$ cat config.mk
export PLATFORM = sky130hd
export DESIGN_NAME = irda_mir_tx
export DESIGN_NICKNAME = d
export VERILOG_FILES = /design/src/rtl/irda_mir_tx.sv
export SDC_FILE = /design/constraint.sdc
export NUM_CORES = 1
export LEC_CHECK = 0
export BUFFER_PORTS_ARGS = -buffer_cell sky130_fd_sc_hd__buf_4
export CORE_MARGIN = 8
export CORE_UTILIZATION = 61
export CTS_CLUSTER_DIAMETER = 200
export DETAILED_ROUTE_END_ITERATION = 7
export PLACE_DENSITY = 0.81
export SLEW_MARGIN = 20
export SYNTH_ARGS = -nofsm -noshare
export SYNTH_HDL_FRONTEND = slang
export SYNTH_SLANG_ARGS = --single-unit
$ cat constraint.sdc
create_clock -name clk -period 7 [get_ports clk]
set_clock_uncertainty 0.2 [all_clocks]
set_input_delay 1.4 -clock clk [delete_from_list [all_inputs] [get_ports clk]]
set_output_delay 1.4 -clock clk [all_outputs]
set_load 0.1 [all_outputs]
$ cat src/rtl/irda_mir_tx.sv
// irda_mir_tx: MIR-mode (1.152 / 0.576 Mbit/s) HDLC transmit framer.
// Builds start flags, zero-bit-stuffed payload and a stop flag (or an abort
// sequence on underrun) and emits each 0 bit as a short IR pulse at the start
// of its bit cell.
module irda_mir_tx (
  input  logic       clk,
  input  logic       wb_rst_i,
  input  logic       mir_mode,
  input  logic       mir_half,
  input  logic       tx_select,
  input  logic       quarter_en,
  input  logic [7:0] tx_data,
  input  logic       tx_valid,
  input  logic       tx_last,
  output logic       tx_ready,
  output logic       mir_tx,
  output logic       tx_busy,
  output logic       tx_underrun
);

  typedef enum logic [2:0] {
    S_IDLE  = 3'd0,
    S_START = 3'd1,
    S_DATA  = 3'd2,
    S_STOP  = 3'd3,
    S_ABORT = 3'd4
  } state_t;

  localparam logic [7:0] FLAG = 8'h7E;

  // Line value of the cell described by (state, stuff flag, shifter lsb, bit index).
  function automatic logic cell_bit(input state_t st, input logic stf,
                                    input logic sh_lsb, input logic [2:0] idx);
    logic b;
    b = 1'b1;
    case (st)
      S_START, S_STOP: b = FLAG[idx];
      S_DATA:          b = stf ? 1'b0 : sh_lsb;
      default:         b = 1'b1;
    endcase
    return b;
  endfunction

  state_t     state_q, state_d;
  logic [2:0] q_q, q_d;               // strobe slot within the current cell
  logic       half_q, half_d;         // cell length latched at cell start
  logic [3:0] bit_cnt_q, bit_cnt_d;   // bit index within flags / byte / abort
  logic       stuff_q, stuff_d;       // current DATA cell is a stuffed 0
  logic [2:0] ones_q, ones_d;         // consecutive payload ones sent
  logic [7:0] shift_q, shift_d;       // byte being serialised, lsb is current bit
  logic       cur_last_q, cur_last_d; // byte in shifter is the frame's last
  logic [7:0] hold_q, hold_d;
  logic       hold_valid_q, hold_valid_d;
  logic       hold_last_q, hold_last_d;
  logic       last_seen_q, last_seen_d;
  logic       en_q;                   // enable seen for at least one clk
  logic       mir_tx_q, mir_tx_d;
  logic       busy_q, busy_d;
  logic       underrun_q, underrun_d;

  logic       enable;
  logic       cell_end;
  logic       cur_bit;
  logic       next_bit;
  logic [2:0] ones_inc;
  logic [3:0] cnt_inc;

  assign enable   = mir_mode && tx_select;
  assign cell_end = (q_q == (half_q ? 3'd7 : 3'd3));
  assign ones_inc = ones_q + 3'd1;
  assign cnt_inc  = bit_cnt_q + 4'd1;
  assign cur_bit  = cell_bit(state_q, stuff_q, shift_q[0], bit_cnt_q[2:0]);
  assign next_bit = cell_bit(state_d, stuff_d, shift_d[0], bit_cnt_d[2:0]);

  // Ready is a decode of registered state; it stays low for the first clk after
  // reset or re-enable so a byte is never taken while the framer is clearing.
  assign tx_ready = enable && en_q && !hold_valid_q && !last_seen_q &&
                    (state_q inside {S_IDLE, S_START, S_DATA});

  assign mir_tx      = mir_tx_q;
  assign tx_busy     = busy_q;
  assign tx_underrun = underrun_q;

  // State register: all flops, synchronous reset.
  always_ff @(posedge clk) begin
    if (wb_rst_i) begin
      state_q      <= S_IDLE;
      q_q          <= 3'd0;
      half_q       <= 1'b0;
      bit_cnt_q    <= 4'd0;
      stuff_q      <= 1'b0;
      ones_q       <= 3'd0;
      shift_q      <= 8'd0;
      cur_last_q   <= 1'b0;
      hold_q       <= 8'd0;
      hold_valid_q <= 1'b0;
      hold_last_q  <= 1'b0;
      last_seen_q  <= 1'b0;
      en_q         <= 1'b0;
      mir_tx_q     <= 1'b0;
      busy_q       <= 1'b0;
      underrun_q   <= 1'b0;
    end else begin
      state_q      <= state_d;
      q_q          <= q_d;
      half_q       <= half_d;
      bit_cnt_q    <= bit_cnt_d;
      stuff_q      <= stuff_d;
      ones_q       <= ones_d;
      shift_q      <= shift_d;
      cur_last_q   <= cur_last_d;
      hold_q       <= hold_d;
      hold_valid_q <= hold_valid_d;
      hold_last_q  <= hold_last_d;
      last_seen_q  <= last_seen_d;
      en_q         <= enable;
      mir_tx_q     <= mir_tx_d;
      busy_q       <= busy_d;
      underrun_q   <= underrun_d;
    end
  end

  // Next-state: handshake capture, cell sequencing, stuffing and byte boundaries.
  always_comb begin
    state_d      = state_q;
    q_d          = q_q;
    half_d       = half_q;
    bit_cnt_d    = bit_cnt_q;
    stuff_d      = stuff_q;
    ones_d       = ones_q;
    shift_d      = shift_q;
    cur_last_d   = cur_last_q;
    hold_d       = hold_q;
    hold_valid_d = hold_valid_q;
    hold_last_d  = hold_last_q;
    last_seen_d  = last_seen_q;
    underrun_d   = 1'b0;

    if (tx_valid && tx_ready) begin
      hold_d       = tx_data;
      hold_valid_d = 1'b1;
      hold_last_d  = tx_last;
      if (tx_last) last_seen_d = 1'b1;
    end

    if (!enable) begin
      // Losing enable abandons the frame silently and flushes everything.
      state_d      = S_IDLE;
      q_d          = 3'd0;
      bit_cnt_d    = 4'd0;
      stuff_d      = 1'b0;
      ones_d       = 3'd0;
      cur_last_d   = 1'b0;
      hold_valid_d = 1'b0;
      hold_last_d  = 1'b0;
      last_seen_d  = 1'b0;
    end else if (quarter_en) begin
      if (state_q == S_IDLE) begin
        // The strobe that leaves IDLE is slot 0 of the first flag cell.
        if (hold_valid_q) begin
          state_d   = S_START;
          q_d       = 3'd0;
          half_d    = mir_half;
          bit_cnt_d = 4'd0;
          stuff_d   = 1'b0;
          ones_d    = 3'd0;
        end
      end else if (!cell_end) begin
        q_d = q_q + 3'd1;
      end else begin
        // This strobe starts a new cell; decide what that cell carries.
        q_d    = 3'd0;
        half_d = mir_half;
        case (state_q)
          S_START: begin
            if (bit_cnt_q == 4'd15) begin
              state_d      = S_DATA;
              ones_d       = 3'd0;
              shift_d      = hold_q;
              cur_last_d   = hold_last_q;
              hold_valid_d = 1'b0;
              bit_cnt_d    = 4'd0;
              stuff_d      = 1'b0;
            end else begin
              bit_cnt_d = cnt_inc;
            end
          end
          S_DATA: begin
            if (!stuff_q && cur_bit && (ones_inc == 3'd5)) begin
              // Fifth consecutive one: insert a 0 without consuming data.
              stuff_d = 1'b1;
              ones_d  = 3'd0;
            end else begin
              stuff_d = 1'b0;
              ones_d  = (!stuff_q && cur_bit) ? ones_inc : 3'd0;
              if (bit_cnt_q == 4'd7) begin
                if (cur_last_q) begin
                  state_d   = S_STOP;
                  bit_cnt_d = 4'd0;
                end else if (hold_valid_q) begin
                  shift_d      = hold_q;
                  cur_last_d   = hold_last_q;
                  hold_valid_d = 1'b0;
                  bit_cnt_d    = 4'd0;
                end else begin
                  state_d    = S_ABORT;
                  bit_cnt_d  = 4'd0;
                  underrun_d = 1'b1;
                end
              end else begin
                bit_cnt_d = cnt_inc;
                shift_d   = {1'b0, shift_q[7:1]};
              end
            end
          end
          S_STOP, S_ABORT: begin
            if (bit_cnt_q == 4'd7) begin
              state_d     = S_IDLE;
              bit_cnt_d   = 4'd0;
              last_seen_d = 1'b0;
            end else begin
              bit_cnt_d = cnt_inc;
            end
          end
          default: state_d = S_IDLE;
        endcase
      end
    end
  end

  // Output decode: pulse in the first slot (two slots at half speed) of 0 cells.
  always_comb begin
    busy_d   = (state_d != S_IDLE);
    mir_tx_d = mir_tx_q;
    if (!enable) begin
      mir_tx_d = 1'b0;
    end else if (quarter_en) begin
      mir_tx_d = (state_d != S_IDLE) && !next_bit &&
                 ((q_d == 3'd0) || (half_d && (q_d == 3'd1)));
    end
  end

endmodule
Word level (Yosys, flattened, before mapping)
Memories as Yosys holds them, arrays and structs flattened. A register that Yosys moved wholly into a read port is not among the register bits. Cells that the tools add are included.

Memories: 2. Input bits: 16. Bits in registers: 39. Output and inout bits: 4. ROM bits: 16.

Add/subtract/negate cells: 3. Multiplexer cells: 88. Bitwise operators: 6. Eq/ne operators: 20. $lt $le $gt $ge: 2. Reductions and logical operators: 32.

Memory list: (name not given) (depth 8, width 1, read ports 1, clocked after memory_dff 0, write ports 0, line 37) `S_START, S_STOP: b = FLAG[idx];`; (name not given) (depth 8, width 1, read ports 1, clocked after memory_dff 1, write ports 0, line 37).

Operator list (number): $mux 3 (26); $mux 1 (42); $mux 8 (5); $mux 4 (6); $pmux 8 s2 (1); $eq 3x2->1 const B (4); $pmux 4 s3 (1); $logic_and 1x1->1 (11); $pmux 1 s2 (5); $reduce_and 5->1 (2); $eq 3x1->1 const B (3); $ne 3x3->1 const B (3); $pmux 3 s3 (1); $reduce_and 9->1 (1); $reduce_or 9->1 (1); $lt 3x4->1 const B (2); $reduce_or 2->1 (4); $reduce_and 7->1 (1); $add 3x1->3 const B (2); $eq 3x3->1 const B (2); $logic_not 3->1 (2); $not 1->1 (6); $pmux 3 s2 (1); $reduce_bool 3->1 (2); 11 further kinds (17).

Depth between registers and ports, before layout
Gate-level depths: netlist (run 1).

Depth in word-level cells: 17. Mapped depth: 9. Gate-level depth less buffers: 9.

Worst setup path after synthesis (run 1)
No wires, ideal clock.

Path type: input -> output. Start point: input port mir_mode. End point: output port tx_ready. Data required time: 5400 ps. Slack: 2765 ps. Stages on the path: 3. Arrival time: 2635 ps. Path buffers: 1. Cells stage by stage: and2_1 > and3_1 > clkbuf_1.

Cells in the longest elaborated chain, start to end: 5.

Ends and longest elaborated chain: start, declared (line 8) `input logic mir_mode,`; $logic_and 1x1->1 (line 68) `assign enable = mir_mode && tx_select;`; $logic_and 1x1->1 (4 in series) (line 77) `assign tx_ready = enable && en_q && !hold_valid_q && !last_seen_q &&`; end, declared (line 15) `output logic tx_ready,`.

Every way passes these cells.

Worst setup path in the final report (run 1)
Ends and elaborated chain as after synthesis.

==> run metrics, run 1 <==
status completed; Critical Path AT 2370 ps; startpoint type of the worst setup path input port; depth of the CTS H-tree 2; Pre-Repair DR Iteration Count 5; Via-to-Cell Ratio 6.68; synth warn 0; worst slew pin tran 820 ps; slowest stage delay, CP 310 ps; Seq cells post-synth 40; final hold vios 0; worst hold path type flop to flop; final period utilization 56.7%; GR Overflow Total 0; post-CTS sizing 0; Synth async-reset ratio 0%; Worst Setup SP mir_mode; sequential-to-total area share from yosys stat 32.9%; hold path startpoint shift_q[4]; fmax 0.252 GHz; setup bufs post-CTS 0; PD cells 167 nW/um^2; routed vias 2,317; number of synthesized flops with an enable pin 0; initial antenna violation count 0; routability cong. 0.969; Synth area leaders dfxtp_1, nor2_1, mux2i_1; total CTS buffers 5; clk_lat worst skew 300 ps; Synth Cell Area 2440 um^2; Crit Path Class input port to output pin; largest area contributor in the netlist dfxtp_1; Avg Synthesized Cell Area 8.46 um^2; IO buf count 19; Worst-path clk slew 80 ps; drt drc 0; Slew Viols, Final 0; CP Capture Point tx_ready; area delta synth->final 9.81%; Die ar. 6270 um^2; Core ar. 3910 um^2; # diodes 0; slowest cell on the critical path buf_4; Final Setup Violations 0; share of the synthesized area in the top cell type 32.9%; total track usage 19.5%; Die Ht 79.2 um; first-pass GRT wire length 9940 um; reg-to-reg startpoint state_q[1]; CP Data Required Time 5400 ps; clk root buf clkbuf_8; setup repair after global routing missed its margin false; VDD IR max 0.144 mV; fin nets 316; Synth cell types 71; Top Ports 20; design area 2680 um^2; DRT iter0 DRCs 243; Final ANT Viol Nets 0; Post-Syn Nets 308; WHS 300 ps; total of max-cap violations 0; Tmin final 3970 ps; share of layout cells above drive strength 1 16.2%; CTS tree built; Std-Cell Rows 23; Worst Setup End Kind output pin; FF-to-FF End shift_q[6]; CTS max path bufs 2; R2R cell count 6; clock sink count 40; Top FF cell, synth dfxtp_1; CP max FO 6; DP HPWL 4200 um; per-cell routed wire length 17.5 um; Max-slew headroom 45.2%; vias in the first global route 2,079; TNS Setup 0 ps; Chip Width 79.2 um; largest net degree at the start of global routing 25; P_leak 0.958 nW; Syn Inst Count 288; Initial Util 62.3%; CP most frequent cell buf_4; total chip power 0.447 mW; reg-to-reg slack, setup 4050 ps; cells along the critical path buf_4 > and2_1 > and3_1 > buf_4; Hold-fix buffers, CTS 0; Area after DPL 2550 um^2; Detailed Route WL 6060 um
==> kinds of logic (layout without fill, tap and decap cells) <==
logic type               after synthesis  after routing  share of synthesized area [%]
XOR/XNOR                               6              6                           2.77
buffers and inverters                 29             38                           5.29
multiplexers                          13             13                           5.34
AND/OR/NAND/NOR                      118            118                           26.8
flip-flops                            40             40                           32.9
adder cells (fa/ha/maj)                4              4                           2.05
AO/OA/AOI/OAI                         78             78                           24.8
==> synth_stat cells (8+ instances only) <==
cell type  number
clkbuf_1       10
a21oi_1         8
nand2_1        13
a211oi_1       11
dfxtp_1        40
o21ai_0        11
nor3_1          9
mux2i_1        13
nand3_1        10
nor2_1         41
a22oi_1         8
inv_1          11
==> cell usage in the layout, fill, tap and decap left out, types with 2 or more instances in the layout <==
cell / n
a21oi_2: 2
nand2_1: 13
nand3_1: 10
a21oi_1: 8
nor2_1: 41
nand2b_1: 3
or3_1: 3
mux2i_1: 13
clkbuf_8: 6
dfxtp_1: 40
and4_1: 3
ha_1: 4
xnor2_1: 2
nor2_2: 2
nand4_1: 3
a32oi_1: 3
nor2b_1: 2
o21a_1: 3
a31oi_1: 4
o31a_1: 2
a22oi_1: 8
o21ai_0: 11
o211ai_1: 4
and3_1: 4
and2_1: 3
inv_1: 11
xor2_1: 2
a211oi_1: 11
nand3b_1: 4
buf_4: 19
a311oi_1: 3
nor3b_1: 2
nor3_1: 9
==> flip-flops by register name, indices dropped and copies added, names as in the netlist, 3 cells and up, named ones only <==
| signal | flops |
|---|---|
| shift_q | 8 |
| ones_q | 3 |
| bit_cnt_q | 4 |
| q_q | 3 |
| hold_q | 8 |
| state_q | 3 |
==> per-layer routing <==
metal  global-route usage (%)  part of all wire [%]  vias up
met3                     5.08                   8.5       20
met4                     8.70                   2.7        0
li1                         -                     -     1095
met2                     29.2                    45      124
met5                        0                     0        -
met1                     25.5                    43     1078
==> how the worst min path moves through the flow <==
stage / endpoint / slack, ps / cells after the start
after floorplan: cur_last_q / 250 / 2
after global placement: hold_q[7] / 270 / 2
after detailed placement: hold_q[7] / 280 / 2
after CTS: shift_q[4] / 310 / 2
after global routing: hold_q[5] / 340 / 2
final: shift_q[4] / 300 / 2
==> worst max-delay path, delay by kind of cell <==
| kind | cells | cell delay (ps) |
|---|---|---|
| AND/OR/NAND/NOR | 2 | 550 |
| buffers and inverters | 2 | 410 |
==> area by class of cell <==
cell class | count | area, um^2
Clock buffer | 6 | 82.6
Timing Repair Buffer | 19 | 143
Fill cell | 336 | 1240
Sequential cell | 40 | 801
Tap cell | 50 | 62.6
Inverter | 11 | 41.3
Multi-Input combinational cell | 219 | 1510
Clock inverter | 2 | 38.8
==> stage by stage <==
stage | setup WS, ps | util (%) | instances
floorplan | 2760 | - | 288
global placement | 3040 | 65.3 | 339
detailed placement | 3060 | 65.3 | 339
CTS | 3050 | 68.4 | 347
global route | 3000 | 68.4 | 347
finish | 3030 | 68.4 | 347
==> report_power, final <==
group / switching, mW / internal, mW / total (mW)
Combinational: 0.00959 / 0.00760 / 0.0172
Sequential: 0.000295 / 0.228 / 0.228
Clock: 0.0847 / 0.117 / 0.201
Total: 0.0946 / 0.352 / 0.447
Power figures use the tool's default switching activity.
==> inputs of run 2 (changes only) <==
--- a/config.mk
+++ b/config.mk
@@ -7,10 +7,10 @@
 export LEC_CHECK = 0
 export BUFFER_PORTS_ARGS = -buffer_cell sky130_fd_sc_hd__buf_4
 export CORE_MARGIN = 8
-export CORE_UTILIZATION = 61
+export CORE_UTILIZATION = 54
 export CTS_CLUSTER_DIAMETER = 200
 export DETAILED_ROUTE_END_ITERATION = 7
-export PLACE_DENSITY = 0.81
+export PLACE_DENSITY = 0.76
 export SLEW_MARGIN = 20
 export SYNTH_ARGS = -nofsm -noshare
 export SYNTH_HDL_FRONTEND = slang
==> constraint.sdc (replaced) <==
create_clock -name clk -period 3.4 [get_ports clk]
set_clock_uncertainty 0.2 [all_clocks]
set_input_delay 0.68 -clock clk [delete_from_list [all_inputs] [get_ports clk]]
set_output_delay 0.68 -clock clk [all_outputs]
set_load 0.1 [all_outputs]
==> run 2 against run 1 <==
Compared with the run above: flip-flop and latch count did not move; routed wire length up 3.1%; critical path type is now flop to flop; worst setup slack worse by 2600 ps; first-iteration DRC count grew 4.1%.
==> run metrics, run 2 (synthesis results as in run 1) <==
status completed; Die ar. 6920 um^2; depth of the CTS H-tree 2; startpoint type of the worst setup path flop; TNS Setup 0 ps; Crit Path Class flop to flop; combinational share of power 4.0%; clk_lat worst skew 290 ps; CTS tree built; Hold-fix buffers, CTS 0; P_leak 0.956 nW; Critical Path AT 2980 ps; pre-CTS setup slack 513 ps; fin nets 317; Area after DPL 2560 um^2; Chip Width 83.2 um; Slew Viols, Final 0; sequential share of power 52.7%; Final Setup Violations 0; Pre-Repair DR Iteration Count 4; share of layout cells above drive strength 1 16.4%; setup repair after global routing missed its margin false; switching share of power 21.2%; PD cells 333 nW/um^2; Final ANT Viol Nets 0; setup slack after layout 413 ps; vias in the first global route 2,207; post-CTS sizing 0; largest net degree at the start of global routing 25; slowest cell on the critical path dfxtp_1; final period utilization 87.9%; Top Ports 20; worst slew pin tran 820 ps; clock sink count 40; most common cell after layout, fill and taps aside nor2_1; Util after Layout 61.5%; cells along the critical path nor3b_4 > o21ai_2 > or3_1 > a21oi_2 > a22oi_1 > a211oi_1; DP HPWL 4630 um; Clock power frac 43.3%; Worst-path clk slew 80 ps; design area 2680 um^2; internal power 0.702 mW; final hold vios 0; GR Overflow Total 0; Tmin final 2990 ps; Std-Cell Rows 24; VDD IR max 0.276 mV; Detailed Route WL 6250 um; Initial Util 56.0%; total track usage 17.9%; fmax 0.335 GHz; routability cong. 0.964; Max-slew headroom 45.3%; DRT iter0 DRCs 253; Die Ht 83.2 um; setup bufs post-CTS 0; CP max FO 20; fin cells 350; total CTS buffers 5; worst hold path type flop to flop; area delta synth->final 9.81%; most frequent cells in the layout nor2_1, dfxtp_1, buf_4; Inst Count DP 342; # diodes 0; total chip power 0.891 mW; sw power 0.189 mW; IO buf count 19; routed vias 2,248; slowest stage delay, CP 860 ps; CTS max path bufs 2; Worst Setup End Kind flop; Largest regs hold_q: 8 flops, shift_q: 8 flops, bit_cnt_q: 4 flops; CP Data Required Time 3390 ps; first-pass GRT wire length 10,600 um; Via-to-Cell Ratio 6.42; WHS 299 ps; per-cell routed wire length 17.9 um; drt drc 0; initial antenna violation count 0; clk root buf clkbuf_8; total of max-cap violations 0; Core ar. 4350 um^2
==> run 2: cell count changes in the layout (fill, tap and decap cells not counted), sizes merged <==
cell | previous run | this run
clkbuf | 6 | 5
clkinvlp | 0 | 1
buf | 19 | 20
==> run 2: layout make-up <==
type / count / area (um^2)
clock inverter: 3 / 42.5
clock buffer: 5 / 68.8
inverter: 11 / 41.3
tap: 52 / 65.1
timing repair buffer: 20 / 150
fill: 399 / 1680
multi-input combinational: 219 / 1510
sequential: 40 / 801
==> run 2: final timing paths <==
kind	start	to	slack [ps]	cells past startpoint
worst max-delay path	state_q[1]	shift_q[1]	410	6
worst min-delay path	hold_last_q	hold_last_q	300	2
worst max register to register	state_q[1]	shift_q[1]	410	6
worst min register to register	hold_last_q	hold_last_q	300	2
==> run 2: metal layers <==
| layer | wire [um] | GRT usage, % | vias up |
|---|---|---|---|
| li1 | - | - | 1086 |
| met1 | 2770 | 23.3 | 1062 |
| met2 | 2910 | 28.0 | 91 |
| met3 | 473 | 4.20 | 9 |
| met4 | 93 | 6.39 | 0 |
| met5 | 0 | 0 | - |
==> run 2: worst max-delay path: cells and delay by family (launching register included) <==
| kind | cells | cell delay [ps] |
|---|---|---|
| compound gates | 4 | 980 |
| simple gates | 2 | 850 |
| flops | 1 | 860 |
==> run 2: power groups by stage <==
stage | registers [mW] | clock network (mW) | logic [mW]
2_1_floorplan | 0.481 | 0 | 0.0158
3_3_place_gp | 0.481 | 0 | 0.0350
3_5_place_dp | 0.481 | 0 | 0.0354
4_1_cts | 0.470 | 0.395 | 0.0355
5_1_grt | 0.470 | 0.413 | 0.0385
6_report | 0.470 | 0.385 | 0.0358
